**src/rtl/prbg_ctrl_pkg.sv**
```systemverilog
// prbg_ctrl_pkg: state encoding and default sizing for the PRBG run controller
package prbg_ctrl_pkg;
    typedef enum logic [1:0] {
        ST_IDLE = 2'd0,
        ST_LOAD = 2'd1,
        ST_RUN  = 2'd2,
        ST_DONE = 2'd3
    } state_t;
    localparam int DEF_RUN_LEN  = 64;
    localparam int DEF_LOAD_CYC = 2;
    localparam int DEF_CNT_W    = 8;
endpackage

```
**src/rtl/prbg_rr_arb.sv**
```systemverilog
// prbg_rr_arb: 2-way round-robin arbiter; a tie goes to the requester that did not win last
module prbg_rr_arb (
    input  logic       clk,
    input  logic       res_n,
    input  logic [1:0] req,
    input  logic       en,
    output logic [1:0] win
);
    logic ptr;
    assign win = (req == 2'b11) ? (ptr ? 2'b01 : 2'b10) : req;
    // pointer records the last winner; starts at 1 so requester 0 takes the first tie
    always_ff @(posedge clk or negedge res_n)
        if (!res_n) ptr <= 1'b1;
        else if (en && |req) ptr <= win[1];
endmodule

```
**src/rtl/prbg_run_ctrl.sv**
```systemverilog
// prbg_run_ctrl: arbitrates two requesters onto one PRBG detector datapath and reports hit counts per run
module prbg_run_ctrl
    import prbg_ctrl_pkg::*;
#(
    parameter int RUN_LEN  = DEF_RUN_LEN,
    parameter int LOAD_CYC = DEF_LOAD_CYC,
    parameter int CNT_W    = DEF_CNT_W
) (
    input  logic             clk,
    input  logic             res_n,
    input  logic [1:0]       req,
    input  logic [7:0]       seed_a,
    input  logic [7:0]       seed_b,
    input  logic [1:0]       src_sel,
    input  logic             detect_in,
    output logic [3:0]       dp_a_in,
    output logic [3:0]       dp_b_in,
    output logic             dp_sel,
    output logic             dp_res,
    output logic [1:0]       grant,
    output logic             busy,
    output logic             done,
    output logic             done_id,
    output logic             aborted,
    output logic [CNT_W-1:0] hit_cnt
);
    localparam logic [CNT_W-1:0] LOAD_LAST = CNT_W'(LOAD_CYC - 1);
    localparam logic [CNT_W-1:0] RUN_LAST  = CNT_W'(RUN_LEN - 1);
    localparam logic [CNT_W-1:0] HIT_MAX   = '1;

    state_t           state, st_nx;
    logic [CNT_W-1:0] cnt, hit, hit_nx;
    logic [1:0]       win;
    logic             abort;

    assign abort  = ~|(req & grant);
    assign hit_nx = (state == ST_RUN && detect_in && hit != HIT_MAX) ? hit + 1'b1 : hit;

    prbg_rr_arb u_arb (
        .clk   (clk),
        .res_n (res_n),
        .req   (req),
        .en    (state == ST_IDLE),
        .win   (win)
    );

    // next state: abort from LOAD/RUN when the granted request drops, otherwise count out each phase
    always_comb begin
        st_nx = state;
        st_nx = (state == ST_IDLE) ? (|req ? ST_LOAD : ST_IDLE) :
                (state == ST_DONE) ? ST_IDLE :
                abort              ? ST_DONE :
                (state == ST_LOAD) ? ((cnt == LOAD_LAST) ? ST_RUN : ST_LOAD) :
                                     ((cnt == RUN_LAST) ? ST_DONE : ST_RUN);
    end

    // state register
    always_ff @(posedge clk or negedge res_n)
        if (!res_n) state <= ST_IDLE;
        else state <= st_nx;

    // phase cycle counter restarts on every state change; hit counter restarts at grant
    always_ff @(posedge clk or negedge res_n)
        if (!res_n) begin
            cnt <= '0;
            hit <= '0;
        end else begin
            cnt <= (state == ST_IDLE || st_nx != state) ? '0 : cnt + 1'b1;
            hit <= (state == ST_IDLE) ? '0 : hit_nx;
        end

    // grant and winner's configuration are captured once in IDLE and held for the whole run
    always_ff @(posedge clk or negedge res_n)
        if (!res_n) begin
            grant   <= '0;
            dp_a_in <= '0;
            dp_b_in <= '0;
            dp_sel  <= 1'b0;
        end else if (state == ST_IDLE) begin
            grant <= win;
            if (|req) begin
                dp_a_in <= win[1] ? seed_a[7:4] : seed_a[3:0];
                dp_b_in <= win[1] ? seed_b[7:4] : seed_b[3:0];
                dp_sel  <= win[1] ? src_sel[1] : src_sel[0];
            end
        end else if (state == ST_DONE) grant <= '0;

    // status outputs track the next state; results are captured on entry to DONE and held after
    always_ff @(posedge clk or negedge res_n)
        if (!res_n) begin
            dp_res  <= 1'b1;
            busy    <= 1'b0;
            done    <= 1'b0;
            done_id <= 1'b0;
            aborted <= 1'b0;
            hit_cnt <= '0;
        end else begin
            dp_res <= st_nx != ST_RUN;
            busy   <= st_nx != ST_IDLE;
            done   <= st_nx == ST_DONE;
            if (st_nx == ST_DONE && state != ST_DONE) begin
                hit_cnt <= hit_nx;
                done_id <= grant[1];
                aborted <= abort;
            end
        end
endmodule

```
**config.mk**
```make
export PLATFORM = sky130hd
export DESIGN_NAME = prbg_run_ctrl
export DESIGN_NICKNAME = d
export VERILOG_FILES = /design/src/rtl/prbg_ctrl_pkg.sv /design/src/rtl/prbg_rr_arb.sv /design/src/rtl/prbg_run_ctrl.sv
export SDC_FILE = /design/constraint.sdc
export NUM_CORES = 1
export LEC_CHECK = 0
export BUFFER_PORTS_ARGS = -buffer_cell sky130_fd_sc_hd__buf_2
export CAP_MARGIN = 20
export CORE_UTILIZATION = 47
export DETAILED_ROUTE_END_ITERATION = 12
export MAX_ROUTING_LAYER = met4
export PLACE_DENSITY = 0.71
export SYNTH_ARGS = -nofsm -noshare
export SYNTH_HDL_FRONTEND = slang
export SYNTH_SLANG_ARGS = --single-unit
```
**constraint.sdc**
```tcl
create_clock -name clk -period 2.4 [get_ports clk]
set_input_delay 0.12 -clock clk [delete_from_list [all_inputs] [get_ports clk]]
set_output_delay 0.12 -clock clk [all_outputs]
set_load 0.01 [all_outputs]
```
==> impl_metrics.toml <==
[yosys]
syn_nets = 225
synth_edf_count = 0
synth_top_flop_cell = "dfrtp_1"
synth_seq_cells = 43
synth_top_cell_by_area = "dfrtp_1"
yosysUniqueCellTypes = 40
synth_common_cells = "dfrtp_1, mux2i_1, nand2_1, inv_1, o21ai_0"
synth.most_common_cell = "dfrtp_1"
synth_area_leaders = "dfrtp_1, mux2i_1, a211oi_2"
yosys.area.top_type_share_pct = 47.3
synth_area_per_cell_um2 = 11.1
async_flop_share_pct = 100
netlist_area_mm2 = 0.00217
ys_seq_area_share_pct = 49.7
netlist_instances = 195
ys_warn_count = 0

[sta]
hold_violations = 0
period_needed_ps = 2130
slew_viol_final = 0
setup_slack_ps = 266
fin_skew_ps = 5.54
slew_headroom_pct = 39.6
rsz0062_at_grt = "no"
post-route-period-util_pct = 88.9
setup_viol = 0
fin_hold_ws_ps = 51.5
fin_setup_tns_ps = 0
fmax_ghz = 0.469
tightest_slew_ps = 906

[worst_setup_path]
crit_fanout = 10
cp.arrival_ps = 2300
worstSetupPathType = "reg2reg"
required_ps = 2560
critPathMaxStageDelay_ps = 430
cp_slowest_cell = "dfrtp_1"
crit_path_start_kind = "flop"
worst_setup_path_end_kind = "flop"
crit_chain = "inv_1 -> ha_1 -> or3b_1 -> and3_1 -> a21oi_4 -> a211oi_2"

[flow_run]
drv_cap = 0

[drt]
ant_nets = 0
dr.pass1.iters = 4
drt_iter0_markers = 43
avgViaCountPerCell = 5.22
vias = 1560
wire_per_inst_um = 13.1
route.detailed.drc = 0
wl_um = 3930

[place]
portBuffers = 46
hpwl_um = 2860
finalWeightedCongestion = 0.857
place_ws_ps = 283
dp_cells = 289
placed_cell_area_mm2 = 0.00244

[finish]
area_delta_synth_final_pct = 17.4
utilization_pct = 58.1
drive_above_1_share_pct = 30.8
num_antenna_cells = 0
finish.instance_area_mm2 = 0.00255
fin_cells = 299
nNetsFinal = 276

[cts]
cts_inserted_buffers = 5
cts_buffer_depth = 2
clock_sinks = 43
clkLatencyLatePin_ps = 300
htreeDepth = 2
cts_tree = "yes"
cts-root-buf = "clkbuf_8"
clk_pin_slew_ps = 80

[power_and_ir_drop]
seqPwrFrac_pct = 41.1
power.leakage_nw = 1.20
p_sw_share_pct = 38.7
power_mw = 2.55
internal-power_mw = 1.56
vdd_drop_max_uv = 504
p_per_area_mw_per_mm2 = 1000
clkPwrFrac_pct = 17.6
p_comb_share_pct = 41.3
power.net_switching_mw = 0.986

[die]
die_h_um = 69.9
dieArea_mm2 = 0.00489
design.core.area_mm2 = 0.00438
die_w_um = 69.9
rows = 24
io_pins = 47
start_util_pct = 49.5

[global_route]
grt_usage_pct = 18.2
grt_max_degree = 44
antenna_found_initial = 0
grt_pass1_wl_um = 6680
gr-total-overflow = 0
grt_pass1_vias = 1514

[worst_hold_path]
min_path_type = "in2reg"

[run_status]
outcome = "completed"
path summary, 6_finish.rpt:
| check | from | endpoint | slack [ps] | depth (start not counted) |
|---|---|---|---|---|
| setup / recovery | state[0]$_DFF_PN0_ | cnt[6]$_DFF_PN0_ | 270 | 6 |
| max in group asynchronous | res_n | cnt[5]$_DFF_PN0_ | 1350 | 2 |
| hold / removal | req[0] | u_arb.ptr$_DFFE_PN1P_ | 50 | 2 |
| hold reg to reg | dp_b_in[2]$_DFFE_PN0P_ | dp_b_in[2]$_DFFE_PN0P_ | 480 | 2 |
| setup reg to reg | state[0]$_DFF_PN0_ | cnt[6]$_DFF_PN0_ | 270 | 6 |
| min in group asynchronous | res_n | hit_cnt[0]$_DFFE_PN0P_ | 490 | 2 |
repair_timing:
action / CTS / global route
endpoints found under the hold margin: 41 / 0
gates resized for setup: 0 / 0
hold buffers: 1 / 0
setup buffers: 0 / 0
critical path, delay by kind of cell (launching register included):
| family | cells | cell delay, ps |
|---|---|---|
| flops | 1 | 430 |
| fa+ha+maj | 1 | 370 |
| simple gates | 2 | 620 |
| buf+inv | 1 | 120 |
| compound gates | 2 | 460 |
cell type report:
cell class	count	area (um2)
multi-input cells	131	996
clock inverters	2	12.5
well taps	52	65.1
inverters	14	52.6
flip-flops and latches	43	1080
fillers	377	1840
repair buffers	51	270
clock buffers	6	72.6
layout by cell type (no fill, tap or decap), types with 2 or more instances in the layout:
master / count
dfrtp_1: 41
xnor2_1: 2
nand4_1: 3
inv_1: 14
buf_4: 4
nand2_1: 19
nand2b_1: 2
a21oi_1: 4
buf_2: 46
clkbuf_8: 5
nand3_1: 6
o211ai_1: 3
xor2_1: 7
dfstp_2: 2
nor3_1: 3
nor2_1: 12
a211oi_2: 8
ha_1: 7
o21ai_0: 12
or3b_1: 2
mux2i_1: 22
registers in the layout, indices dropped and copies added (netlist names):
register and cells:
dp_res 1, state 2, done 1, u_arb.ptr 1, aborted 1, hit 8
dp_sel 1, dp_b_in 4, done_id 1, busy 1, grant 2, hit_cnt 8
dp_a_in 4, cnt 8
cells by family after synthesis:
logic type	count (synthesis)	synth area share (%)
DFF	43	49.7
adders and majority gates	7	4.04
and+or+nand+nor	55	13.4
muxes	24	11.2
AOI/OAI and AO/OA	36	13.7
xor gates and xnor gates	9	3.63
buffers and inverters	21	4.38
metal layers:
metal	track usage (%)	vias to the layer above	part of all wire (%)
met4	7.56	0	2.3
li1	-	780	-
met1	21.1	726	47
met2	29.3	46	45
met5	-	-	0
met3	5.77	8	5.1
power by group through the flow:
stage	Sequential (mW)	Combinational, mW	Clock (mW)
floorplan	1.11	0.678	0
global placement	1.05	1.05	0
detailed placement	1.05	1.07	0
CTS	1.05	1.07	0.466
global route	1.07	1.18	0.497
finish	1.05	1.05	0.449
No activity file was read; power rests on OpenSTA's default activity.
